**config.mk**
```make
export PLATFORM = sky130hd
export DESIGN_NAME = unidade_escrita_reg
export DESIGN_NICKNAME = d
export VERILOG_FILES = /design/src/rtl/unidade_escrita_reg_pkg.sv /design/src/rtl/unidade_escrita_reg_fila_escrita.sv /design/src/rtl/unidade_escrita_reg.sv
export SDC_FILE = /design/constraint.sdc
export NUM_CORES = 1
export LEC_CHECK = 0
export CORE_MARGIN = 2
export CORE_UTILIZATION = 58
export CTS_BUF_LIST = sky130_fd_sc_hd__clkbuf_4 sky130_fd_sc_hd__clkbuf_8
export DETAILED_ROUTE_END_ITERATION = 10
export GPL_ROUTABILITY_DRIVEN = 0
export PLACE_DENSITY = 0.88
export SLEW_MARGIN = 20
export SYNTH_ARGS = -nofsm -noshare
export SYNTH_HDL_FRONTEND = slang
export SYNTH_HIERARCHICAL = 1
export SYNTH_SLANG_ARGS = --single-unit
```
**constraint.sdc**
```tcl
create_clock -name clock -period 6.4 [get_ports clock]
set_clock_uncertainty 0.1 [all_clocks]
set_input_delay 1.28 -clock clock [delete_from_list [all_inputs] [get_ports clock]]
set_output_delay 1.28 -clock clock [all_outputs]
set_load 0.02 [all_outputs]
```
**src/rtl/unidade_escrita_reg_pkg.sv**
```systemverilog
// Shared constants and state encoding for the register-bank write controller.
package pacote_processador;

    localparam int LARG_END  = 6;
    localparam int LARG_DADO = 32;
    localparam int PROF_FILA = 4;
    localparam int VALOR_R1  = 13249;

    localparam logic [LARG_END-1:0] REG_ZERO       = 6'd0;
    localparam logic [LARG_END-1:0] REG_LIMITE_RAM = 6'd1;

    typedef enum logic [1:0] {
        INIT_R0 = 2'd0,
        INIT_R1 = 2'd1,
        RUN     = 2'd2
    } estado_t;

endpackage

```
**src/rtl/unidade_escrita_reg_fila_escrita.sv**
```systemverilog
// Load-writeback FIFO; entries can be cancelled in place by a newer ALU write
// to the same register and are then popped without producing a write.
module fila_escrita #(
    parameter int LARG_END  = pacote_processador::LARG_END,
    parameter int LARG_DADO = pacote_processador::LARG_DADO,
    parameter int PROF      = pacote_processador::PROF_FILA
) (
    input  logic                 clock,
    input  logic                 reset,
    input  logic                 push,
    input  logic [LARG_END-1:0]  ent_end,
    input  logic [LARG_DADO-1:0] ent_dado,
    input  logic                 pop,
    input  logic                 inval,
    input  logic [LARG_END-1:0]  inval_end,
    output logic                 cheia,
    output logic                 vazia,
    output logic                 cab_valido,
    output logic [LARG_END-1:0]  cab_end,
    output logic [LARG_DADO-1:0] cab_dado
);

    localparam int LARG_PTR = $clog2(PROF);

    logic [LARG_PTR-1:0]  rd_q, rd_d, wr_q, wr_d;
    logic [LARG_PTR:0]    cnt_q, cnt_d;
    logic [PROF-1:0]      val_q, val_d;
    logic [LARG_END-1:0]  end_q  [PROF];
    logic [LARG_END-1:0]  end_d  [PROF];
    logic [LARG_DADO-1:0] dado_q [PROF];
    logic [LARG_DADO-1:0] dado_d [PROF];
    logic                 do_push_s, do_pop_s;

    assign vazia      = (cnt_q == (LARG_PTR+1)'(0));
    assign cheia      = (cnt_q == (LARG_PTR+1)'(PROF));
    assign do_pop_s   = pop && !vazia;
    // A full FIFO still accepts a push when the head leaves in the same cycle.
    assign do_push_s  = push && (!cheia || do_pop_s);
    assign cab_valido = val_q[rd_q] && !vazia;
    assign cab_end    = end_q[rd_q];
    assign cab_dado   = dado_q[rd_q];

    // Next-state for pointers, occupancy and entry storage.
    always_comb begin
        end_d  = end_q;
        dado_d = dado_q;
        val_d  = val_q;
        for (int i = 0; i < PROF; i++) begin
            if (inval && val_q[i] && (end_q[i] == inval_end)) begin
                val_d[i] = 1'b0;
            end else begin
                val_d[i] = val_q[i];
            end
        end
        if (do_pop_s) begin
            val_d[rd_q] = 1'b0;
            rd_d        = rd_q + LARG_PTR'(1);
        end else begin
            rd_d = rd_q;
        end
        if (do_push_s) begin
            val_d[wr_q]  = 1'b1;
            end_d[wr_q]  = ent_end;
            dado_d[wr_q] = ent_dado;
            wr_d         = wr_q + LARG_PTR'(1);
        end else begin
            wr_d = wr_q;
        end
        case ({do_push_s, do_pop_s})
            2'b10:   cnt_d = cnt_q + (LARG_PTR+1)'(1);
            2'b01:   cnt_d = cnt_q - (LARG_PTR+1)'(1);
            default: cnt_d = cnt_q;
        endcase
    end

    // FIFO state registers.
    always_ff @(posedge clock or posedge reset) begin
        if (reset) begin
            rd_q  <= '0;
            wr_q  <= '0;
            cnt_q <= '0;
            val_q <= '0;
            for (int i = 0; i < PROF; i++) begin
                end_q[i]  <= '0;
                dado_q[i] <= '0;
            end
        end else begin
            rd_q   <= rd_d;
            wr_q   <= wr_d;
            cnt_q  <= cnt_d;
            val_q  <= val_d;
            end_q  <= end_d;
            dado_q <= dado_d;
        end
    end

endmodule

```
**src/rtl/unidade_escrita_reg.sv**
```systemverilog
// Sole writer of the register bank: initialises r0/r1, then merges ALU
// writebacks (priority) with queued memory-load writebacks.
module unidade_escrita_reg #(
    parameter int LARG_END  = pacote_processador::LARG_END,
    parameter int LARG_DADO = pacote_processador::LARG_DADO,
    parameter int PROF_FILA = pacote_processador::PROF_FILA,
    parameter int VALOR_R1  = pacote_processador::VALOR_R1
) (
    input  logic                 clock,
    input  logic                 reset,
    input  logic                 ula_valida,
    input  logic [LARG_END-1:0]  ula_end,
    input  logic [LARG_DADO-1:0] ula_dado,
    input  logic                 mem_valida,
    input  logic [LARG_END-1:0]  mem_end,
    input  logic [LARG_DADO-1:0] mem_dado,
    output logic                 mem_pronto,
    output logic [LARG_END-1:0]  end_escrita,
    output logic [LARG_DADO-1:0] dados_escrita,
    output logic                 EscreveReg,
    output logic                 init_ativo,
    output logic                 erro_estouro
);

    import pacote_processador::*;

    estado_t              estado_q, estado_d;
    logic [LARG_END-1:0]  end_q, end_d;
    logic [LARG_DADO-1:0] dado_q, dado_d;
    logic                 we_q, we_d;
    logic                 init_q, init_d;
    logic                 erro_q, erro_d;

    logic                 em_run_s, ula_ok_s, mem_ok_s, pop_s, estouro_s;
    logic                 cheia_s, vazia_s, cab_valido_s;
    logic [LARG_END-1:0]  cab_end_s;
    logic [LARG_DADO-1:0] cab_dado_s;

    assign em_run_s  = (estado_q == RUN);
    assign ula_ok_s  = em_run_s && ula_valida && (ula_end != LARG_END'(REG_ZERO));
    // A load racing an ALU write to the same register is stale; drop it quietly.
    assign mem_ok_s  = em_run_s && mem_valida && (mem_end != LARG_END'(REG_ZERO))
                       && !(ula_ok_s && (ula_end == mem_end));
    assign pop_s     = em_run_s && !ula_ok_s && !vazia_s;
    assign estouro_s = mem_ok_s && cheia_s && !pop_s;
    assign mem_pronto = em_run_s && !cheia_s;

    fila_escrita #(
        .LARG_END  (LARG_END),
        .LARG_DADO (LARG_DADO),
        .PROF      (PROF_FILA)
    ) u_fila (
        .clock      (clock),
        .reset      (reset),
        .push       (mem_ok_s),
        .ent_end    (mem_end),
        .ent_dado   (mem_dado),
        .pop        (pop_s),
        .inval      (ula_ok_s),
        .inval_end  (ula_end),
        .cheia      (cheia_s),
        .vazia      (vazia_s),
        .cab_valido (cab_valido_s),
        .cab_end    (cab_end_s),
        .cab_dado   (cab_dado_s)
    );

    // Sequencer: init writes, then ALU-over-FIFO arbitration of the bank port.
    always_comb begin
        estado_d = estado_q;
        end_d    = end_q;
        dado_d   = dado_q;
        we_d     = 1'b0;
        init_d   = init_q;
        erro_d   = erro_q;
        case (estado_q)
            INIT_R0: begin
                end_d    = LARG_END'(REG_ZERO);
                dado_d   = LARG_DADO'(0);
                we_d     = 1'b1;
                estado_d = INIT_R1;
            end
            INIT_R1: begin
                end_d    = LARG_END'(REG_LIMITE_RAM);
                dado_d   = LARG_DADO'(VALOR_R1);
                we_d     = 1'b1;
                init_d   = 1'b0;
                estado_d = RUN;
            end
            RUN: begin
                if (ula_ok_s) begin
                    end_d  = ula_end;
                    dado_d = ula_dado;
                    we_d   = 1'b1;
                end else if (pop_s && cab_valido_s) begin
                    end_d  = cab_end_s;
                    dado_d = cab_dado_s;
                    we_d   = 1'b1;
                end else begin
                    we_d = 1'b0;
                end
                if (estouro_s) begin
                    erro_d = 1'b1;
                end else begin
                    erro_d = erro_q;
                end
            end
            default: begin
                estado_d = INIT_R0;
                init_d   = 1'b1;
            end
        endcase
    end

    // Registered bank-port outputs and controller state.
    always_ff @(posedge clock or posedge reset) begin
        if (reset) begin
            estado_q <= INIT_R0;
            end_q    <= '0;
            dado_q   <= '0;
            we_q     <= 1'b0;
            init_q   <= 1'b1;
            erro_q   <= 1'b0;
        end else begin
            estado_q <= estado_d;
            end_q    <= end_d;
            dado_q   <= dado_d;
            we_q     <= we_d;
            init_q   <= init_d;
            erro_q   <= erro_d;
        end
    end

    assign end_escrita   = end_q;
    assign dados_escrita = dado_q;
    assign EscreveReg    = we_q;
    assign init_ativo    = init_q;
    assign erro_estouro  = erro_q;

endmodule

```
# [After elaboration in Yosys (flattened, before gate mapping)]
# Index checks and enable logic that the tools add are counted.
[totals] regBits=206 input_bits=80 out_inout_bits=42 wordCells=123
[op_classes] n_addsub=4 order_cmp=7 eq_ne=11 muxes=36 n_bitwise=5 n_reduce_logical=42
[op_table] operator="32-bit two-way mux" n=5
[op_table] operator="128-bit bitwise mux" n=1
[op_table] operator="32-bit case mux with 3 select lines" n=1
[op_table] operator="32-bit binary-select mux with 2-bit select" n=1
[op_table] operator="32-bit demux with 2-bit select" n=1
[op_table] operator="6-bit == test" n=5
[op_table] operator="6-bit two-way mux" n=5
[op_table] operator="1-bit logical AND" n=26
[op_table] operator="24-bit bitwise mux" n=1
[op_table] operator="6-bit case mux with 3 select lines" n=1
[op_table] operator="6-bit binary-select mux with 2-bit select" n=1
[op_table] operator="6-bit demux with 2-bit select" n=1
[op_table] operator="6-bit nonzero test" n=2
[op_table] operator="1-bit two-way mux" n=9
[op_table] operator="4-bit two-way mux" n=2
[op_table] operator="3-bit greater-or-equal comparator (second input constant)" n=2
[op_table] operator="2-bit by 3-bit less-than comparator with 1-bit output (second input constant)" n=2
[op_table] operator="2-bit NOT with 3-bit output" n=2
[op_table] operator="2-bit case mux with 3 select lines" n=1
[op_table] operator="3-bit case mux with 2 select lines" n=1
[op_table] operator="1-bit logical NOT" n=5
[op_table] operator="2-bit by 1-bit adder with 2-bit output (second input constant)" n=2
[op_table] operator="4-bit bitwise AND" n=1
[op_table] operator="1-bit demux with 2-bit select" n=2
[op_table] operator="19 further kinds" n=25

# [Logic depth before layout (Yosys ltp)]
# Gate-level depths: netlist (run 1).
[logic_depth] depth_word=11 ltp_mapped=14 ltp_nobuf=13

# [Hierarchy]
# Netlist (run 1), hierarchy kept.
[by_module_without_submodules] module="fila_escrita" n_inst=1 cells_per_inst=465 area_per_inst_um2=7647.3 seq_area_each_um2=4078.9
[by_module_without_submodules] module="unidade_escrita_reg" n_inst=1 cells_per_inst=189 area_per_inst_um2=2264.7 seq_area_each_um2=1077.3

# [Worst setup path before layout (run 1)]
# Ideal clock, no wire load.
[synth_timing] path_kind="input to register" start="input ula_end[2]" end="register u_fila.cnt_q[2]" setup_ns=0.079 t_arrival_ns=3.711 t_required_ns=6.221 slack_ns=2.510 stages=12 n_path_buf=0 cell_sequence="or4_4 -> o31ai_1 -> nand2_1 -> nor2_1 -> inv_1 -> nor2_1 -> ha_1 -> inv_1 -> fa_1 -> xor2_1 -> nor2_1 -> xor2_1"
[synth_via] elab_chain_cells=10 elab_cells_between_ends=16 classes_between="eq/ne (3); mux (1); reduce/logical (12)"
[synth_rtl] element="from (decl)" line="unidade_escrita_reg.sv:12" source="input logic [LARG_END-1:0] ula_end,"
[synth_rtl] element="6-bit nonzero test (*)" line="unidade_escrita_reg.sv:40" source="assign ula_ok_s = em_run_s && ula_valida && (ula_end != LARG_END'(REG_ZERO));"
[synth_rtl] element="1-bit logical AND (*)" line="unidade_escrita_reg.sv:40"
[synth_rtl] element="1-bit logical NOT (*)" line="unidade_escrita_reg.sv:44" source="assign pop_s = em_run_s && !ula_ok_s && !vazia_s;"
[synth_rtl] element="1-bit logical AND (*) (2 in series)" line="unidade_escrita_reg.sv:44"
[synth_rtl] element="via pop_s" line="unidade_escrita_reg.sv:34" source="logic em_run_s, ula_ok_s, mem_ok_s, pop_s, estouro_s;"
[synth_rtl] element="1-bit logical AND (*)" line="unidade_escrita_reg_fila_escrita.sv:36" source="assign do_pop_s = pop && !vazia;"
[synth_rtl] element="1-bit logical OR" line="unidade_escrita_reg_fila_escrita.sv:38" source="assign do_push_s = push && (!cheia || do_pop_s);"
[synth_rtl] element="1-bit logical AND" line="unidade_escrita_reg_fila_escrita.sv:38"
[synth_rtl] element="2-bit by 1-bit == test with 1-bit output / 2-bit == test (equally long branches)" line="unidade_escrita_reg_fila_escrita.sv:69" source="case ({do_push_s, do_pop_s})"
[synth_rtl] element="3-bit case mux with 2 select lines / 2-bit nonzero test (equally long branches)"
[synth_rtl] element="to (signal assigned)" line="unidade_escrita_reg_fila_escrita.sv:90" source="cnt_q <= cnt_d;"
[synth_rtl] element="to (decl)" line="unidade_escrita_reg_fila_escrita.sv:26" source="logic [LARG_PTR:0] cnt_q, cnt_d;"
# The timed path passes the listed nets; every way through them passes the cells marked *.
# A chain may end at the register's enable or synchronous reset.

# [Worst setup path in the final report (run 1)]
# Same ends and word-level chain as after synthesis.

==> results.sh, run 1 <==
export IMPL_route_detailed_wl_per_inst_um=22.2
export IMPL_path_cells="clkdlybuf4s50_1 > or4_4 > o31ai_1 > nand2_1 > nor2_1 > inv_1 > nor2_1 > ha_1 > inv_1 > fa_1 > xor2_1 > nor2_1 > xor2_1"
export IMPL_rsz0062_at_grt="no"
export IMPL_drv_cap=0
export IMPL_grt_ovfl_total=0
export IMPL_setup_ws_ns=1.77
export IMPL_synth_top_flop_cell="dfrtp_1"
export IMPL_syn_avg_cell_area_um2=15.2
export IMPL_crit_end="u_fila/cnt_q[2]"
export IMPL_synth_edf_count=0
export IMPL_crit_fanout=7
export IMPL_max_slew_margin_rel=0.250
export IMPL_critPathSlowestCell="or4_4"
export IMPL_synthCells=654
export IMPL_via_per_inst=5.98
export IMPL_grt_pass1_wl_mm=37.2
export IMPL_layout_drive_gt1_share=0.344
export IMPL_yosysMostFrequentCell="dfrtp_1"
export IMPL_final_nets=871
export IMPL_max_freq_ghz=0.216
export IMPL_power_frac_seq=0.395
export IMPL_die_h_um=135
export IMPL_path_depth=13
export IMPL_synth_async_reset_ratio=1.00
export IMPL_hold_viol=0
export IMPL_sw_frac_of_total=0.336
export IMPL_cts_sinks=206
export IMPL_synth_cell_type_count=49
export IMPL_grt_usage=0.264
export IMPL_clockPowerShare=0.186
export IMPL_synth_fp_nets=748
export IMPL_num_rows=47
export IMPL_clk_pin_slew_ns=0.06
export IMPL_timing_rr_start="estado_q[0]"
export IMPL_die_x_um=135
export IMPL_cp_start_kind="input pin"
export IMPL_yosysWarnings=6
export IMPL_synth_top_area_frac=0.518
export IMPL_coreArea_mm2=0.0166
export IMPL_worst_path_dominant_cell_family="simple AND/OR/NAND/NOR gates"
export IMPL_drc=0
export IMPL_cts_max_level=2
export IMPL_finalCritPeriodShare=0.723
export IMPL_leakage_nw=5.03
export IMPL_switchingPower_mw=2.10
export IMPL_met3_length_mm=1.29
export IMPL_clk_path_buf_depth=3
export IMPL_irDropWorstVdd_uv=297
export IMPL_ff2ff_path_depth=12
export IMPL_root_buffer="clkbuf_8"
export IMPL_max_stage_delay_ns=0.66
export IMPL_min_period_ns=4.63
export IMPL_drt_iter0_drc=358
export IMPL_cts_buffers=35
export IMPL_drv_slew=0
export IMPL_antenna_found_initial=0
export IMPL_outcome="complete, no violations"
export IMPL_grt_max_degree=113
export IMPL_drt_pass1_iter_count=4
export IMPL_intPower_mw=4.16
export IMPL_start_util=0.596
export IMPL_min_path_type="reg -> reg"
export IMPL_postRouteAntennaNets=0
export IMPL_synth_top_cell_by_area="dfrtp_1"
export IMPL_powerDensity_mw_per_mm2=527
export IMPL_reg2reg_to="u_fila/cnt_q[2]"
export IMPL_synth_seq_area_share=0.520
export IMPL_cp_common_cell="nor2_1"
export IMPL_antenna_cells=0
export IMPL_via_count=6104
export IMPL_synth_area_leaders="dfrtp_1 52%, mux2_2 14%, mux4_2 8.9%"
export IMPL_port_buffers=121
export IMPL_r2r_slack_ns=3.05
export IMPL_wl_met2_mm=11.6
export IMPL_cts_setup_buffers=0
export IMPL_clock_latency_ns=0.52
export IMPL_power_total_mw=6.26
export IMPL_grt_pass1_vias=6957
export IMPL_syn_area_mm2=0.00991
export IMPL_synth_common_cells="205 x dfrtp_1, 119 x mux2_2, 39 x mux4_2"
export IMPL_fillers=1041
export IMPL_combPwrFrac=0.418
export IMPL_critPathArrivalTime_ns=4.95
export IMPL_top_layer="met4"
export IMPL_setup_viol=0
export IMPL_crit_type="in -> reg"
export IMPL_fin_tns_setup_ns=0
export IMPL_cts_tree="built"
export IMPL_cts_hold_buf=0
export IMPL_cts_resized=0
export IMPL_crit_buf_inv=3
export IMPL_die_area_mm2=0.0182
export IMPL_pre_cts_slack_ns=1.40
export IMPL_worst_ep_required_time_ns=6.72
export IMPL_met1_length_mm=9.37
export IMPL_ioPinCount=122
export IMPL_crit_start="ula_end[2]"
export IMPL_area_delta_synth_final_pct=20.0
export IMPL_ys_seq_elements=206
export IMPL_place_hpwl_mm=14.8
export IMPL_drt_total_wl_mm=22.6
export IMPL_worst_pin_slew_ns=1.13
export IMPL_cp_end_kind="register"
cells by family (layout without fill, tap and decap cells):
group / Yosys count / after routing / share of synthesized area
mux: 223 / 223 / 0.308
flops: 206 / 206 / 0.520
compound gates: 66 / 66 / 0.0573
simple gates: 55 / 55 / 0.0337
buf+inv: 55 / 201 / 0.0318
xor+xnor: 35 / 35 / 0.0309
fa+ha+maj: 14 / 14 / 0.0184
cell type report:
cell class,count,area (um^2),share of cell area
well taps,220,275,0.0232
inverters,15,61.3,0.00516
repair buffers,126,1250,0.105
clock buffers,53,667,0.0561
clock inverters,7,35.0,0.00295
flip-flops and latches,206,5160,0.434
multi-input cells,393,4440,0.374
how the worst min path moves through the flow:
stage | cells after the start | start | end
after global placement | 1 | erro_estouro | erro_estouro
after CTS | 1 | dados_escrita[25] | dados_escrita[25]
after global routing | 1 | dados_escrita[10] | dados_escrita[10]
after detailed placement | 1 | dados_escrita[20] | dados_escrita[20]
final | 1 | dados_escrita[25] | dados_escrita[25]
after floorplan | 1 | u_fila/cnt_q[2] | u_fila/cnt_q[2]
worst reg2reg max path: cells and delay by family, from the launching register on:
kind	cells	cell delay (ns)
XOR/XNOR	2	0.33
adder cells (fa/ha/maj)	3	1.18
buffers and inverters	3	0.34
flip-flops	1	0.41
AND/OR/NAND/NOR	4	0.89
layout by cell type, fill, tap and decap left out, types with 6 or more instances in the layout:
cell,instances
nor2_1,6
inv_1,12
xor2_1,20
mux2_4,36
clkdlybuf4s50_1,121
clkbuf_8,43
o32a_1,7
o2bb2ai_1,29
clkinv_2,7
clkbuf_4,10
and3_1,15
xnor2_1,15
nand2_1,9
dfrtp_1,203
mux2_2,119
ha_1,13
mux4_2,39
mux2i_1,29
registers in the layout, indices dropped and copies added, names as in the netlist:
name	count
u_fila/val_q	4
end_escrita	6
u_fila/wr_q	2
dados_escrita	32
u_fila/rd_q	2
estado_q	2
EscreveReg	1
u_fila/cnt_q	3
init_ativo	1
u_fila/end_q	24
erro_estouro	1
u_fila/dado_q	128
through the flow:
step                      cells  instance area [um^2]  hold WS (ns)   util
after floorplan             654                  9910         0.365      -
after global placement      960                 11200         0.364  0.672
after detailed placement    960                 11200         0.373  0.672
after CTS                  1020                 11900         0.391  0.714
after global routing       1020                 11900         0.410  0.714
final                      1020                 11900         0.386  0.714
power by group through the flow:
stage	Clock, mW	Sequential, mW	Combinational (mW)
after CTS	1.19	2.47	2.63
after global placement	0	2.40	2.51
after global routing	1.25	2.56	2.80
final	1.17	2.48	2.62
after detailed placement	0	2.48	2.61
after floorplan	0	2.41	1.86
layer usage:
layer,track usage,up-vias
met5,0,-
met4,0.0836,0
met3,0.0552,31
met2,0.444,211
met1,0.346,3172
li1,-,2690
Power figures use the tool's default switching activity.
==> run 2: changes to the inputs <==
- CORE_UTILIZATION: 58 -> 52
- PLACE_DENSITY: 0.88 -> 0.83
- clock period: 6.4 -> 3.7 ns (I/O delays scaled with it)
==> results.sh, run 2 (synthesis results as in run 1) <==
export IMPL_outcome="complete, no violations"
export IMPL_powerDensity_mw_per_mm2=903
export IMPL_clock_latency_ns=0.51
export IMPL_clk_path_buf_depth=3
export IMPL_drt_total_wl_mm=23.0
export IMPL_grt_ovfl_total=0
export IMPL_die_h_um=142
export IMPL_final_common_cell="dfrtp_1"
export IMPL_setup_ws_ns=0.314
export IMPL_crit_fanout=3
export IMPL_min_path_type="reg -> reg"
export IMPL_clk_pin_slew_ns=0.07
export IMPL_worst_pin_slew_ns=0.876
export IMPL_cp_end_kind="register"
export IMPL_coreArea_mm2=0.0187
export IMPL_irDropWorstVdd_uv=445
export IMPL_via_count=6135
export IMPL_cts_tree="built"
export IMPL_cts_sinks=206
export IMPL_root_buffer="clkbuf_8"
export IMPL_largest_register="u_fila/dado_q"
export IMPL_met2_usage=0.403
export IMPL_largest_reg_flops=128
export IMPL_drv_slew=0
export IMPL_layout_common_cells="203 x dfrtp_1, 121 x clkdlybuf4s50_1, 119 x mux2_2, 48 x clkbuf_8, 39 x mux4_2"
export IMPL_cts_max_level=2
export IMPL_layout_drive_gt1_share=0.369
export IMPL_grt_pass1_wl_mm=37.2
export IMPL_leakage_nw=5.24
export IMPL_die_area_mm2=0.0202
export IMPL_fillers=1274
export IMPL_port_buffers=121
export IMPL_final_nets=902
export IMPL_worst_ep_required_time_ns=4.01
export IMPL_place_hpwl_mm=15.3
export IMPL_min_period_ns=3.39
export IMPL_final_core_util=0.659
export IMPL_die_x_um=142
export IMPL_cts_hold_buf=0
export IMPL_pre_cts_slack_ns=-0.218
export IMPL_max_freq_ghz=0.295
export IMPL_crit_end="u_fila/cnt_q[2]"
export IMPL_postRouteAntennaNets=0
export IMPL_start_util=0.530
export IMPL_area_delta_synth_final_pct=24.4
export IMPL_critPathArrivalTime_ns=3.69
export IMPL_r2r_slack_ns=0.86
export IMPL_grt_max_degree=77
export IMPL_max_slew_margin_rel=0.416
export IMPL_grt_usage=0.236
export IMPL_antenna_found_initial=1
export IMPL_setup_viol=0
export IMPL_grt_pass1_vias=6887
export IMPL_drv_cap=0
export IMPL_drt_pass1_iter_count=4
export IMPL_via_per_inst=5.77
export IMPL_crit_type="in -> reg"
export IMPL_hold_viol=0
export IMPL_cp_start_kind="input pin"
export IMPL_finalCritPeriodShare=0.915
export IMPL_rsz0062_at_grt="no"
export IMPL_reg2reg_to="u_fila/cnt_q[2]"
export IMPL_num_rows=50
export IMPL_route_detailed_wl_per_inst_um=21.6
export IMPL_top_usage_layer="met2"
export IMPL_cts_buffers=36
export IMPL_ioPinCount=122
export IMPL_met3_usage=0.0585
export IMPL_antenna_cells=0
export IMPL_timing_rr_start="estado_q[0]"
export IMPL_drt_iter0_drc=333
export IMPL_met1_usage=0.301
export IMPL_ff2ff_path_depth=13
export IMPL_drc=0
export IMPL_crit_start="ula_end[2]"
==> run 2: worst max-delay path, stage by stage <==
cell and delay [ns]:
clkdlybuf4s50_1 0.44, or4_4 0.59, o31ai_2 0.27, nand2_1 0.10, nor2_1 0.14, inv_1 0.10, nor2_1 0.18, ha_1 0.21
inv_1 0.06, fa_1 0.38, xor2_1 0.16, nor2_1 0.12, xor2_1 0.20
==> run 2: metrics by stage <==
| step | total power, mW | setup TNS [ns] | std cells | hold WS, ns | instance area, um^2 |
|---|---|---|---|---|---|
| after floorplan | 7.39 | 0 | 654 | 0.365 | 9920 |
| after global placement | 8.67 | 0 | 1004 | 0.351 | 11600 |
| after detailed placement | 8.97 | -0.290 | 1004 | 0.357 | 11600 |
| after CTS | 11.2 | 0 | 1064 | 0.372 | 12300 |
| after global routing | 11.8 | 0 | 1064 | 0.411 | 12300 |
| final | 11.1 | 0 | 1064 | 0.372 | 12300 |
==> run 2: layout make-up <==
class,count,area [um^2],area share
timing repair buffer,156,1600,0.130
tap,234,293,0.0238
clock inverter,4,45.0,0.00365
sequential,206,5160,0.418
multi-input combinational,393,4450,0.361
inverter,15,61.3,0.00497
clock buffer,56,721,0.0585
==> run 2: what timing repair did <==
| action | CTS | global route |
|---|---|---|
| endpoints found under the setup margin | 0 | 1 |
| gates resized for setup | 0 | 1 |
| setup buffers | 0 | 0 |
==> run 2: worst min-delay path by stage <==
| stage | startpoint | to | depth (start not counted) |
|---|---|---|---|
| finish | erro_estouro | erro_estouro | 1 |
| detailed placement | erro_estouro | erro_estouro | 1 |
| CTS | erro_estouro | erro_estouro | 1 |
| global route | end_escrita[1] | end_escrita[1] | 1 |
| global placement | erro_estouro | erro_estouro | 1 |
| floorplan | u_fila/cnt_q[2] | u_fila/cnt_q[2] | 1 |
==> run 2: per-layer routing <==
| layer | vias up | wire length [um] | part of all wire |
|---|---|---|---|
| met1 | 3167 | 9560 | 0.42 |
| met4 | 2 | 598 | 0.026 |
| met2 | 180 | 11500 | 0.50 |
| met5 | - | 15 | 0.00065 |
| li1 | 2738 | - | - |
| met3 | 48 | 1290 | 0.056 |
==> run 2: power by group <==
| part | internal [mW] | leakage [nW] | switching, mW |
|---|---|---|---|
| combinational | 2.77 | 2.39 | 2.06 |
| clock | 1.30 | 0.408 | 0.879 |
| sequential | 3.42 | 2.44 | 0.707 |
==> run 3: changes to the inputs <==
- SLEW_MARGIN: 20 -> 25
==> results of run 3 <==
Final layout, timing and power as in run 2 (identical DEF).
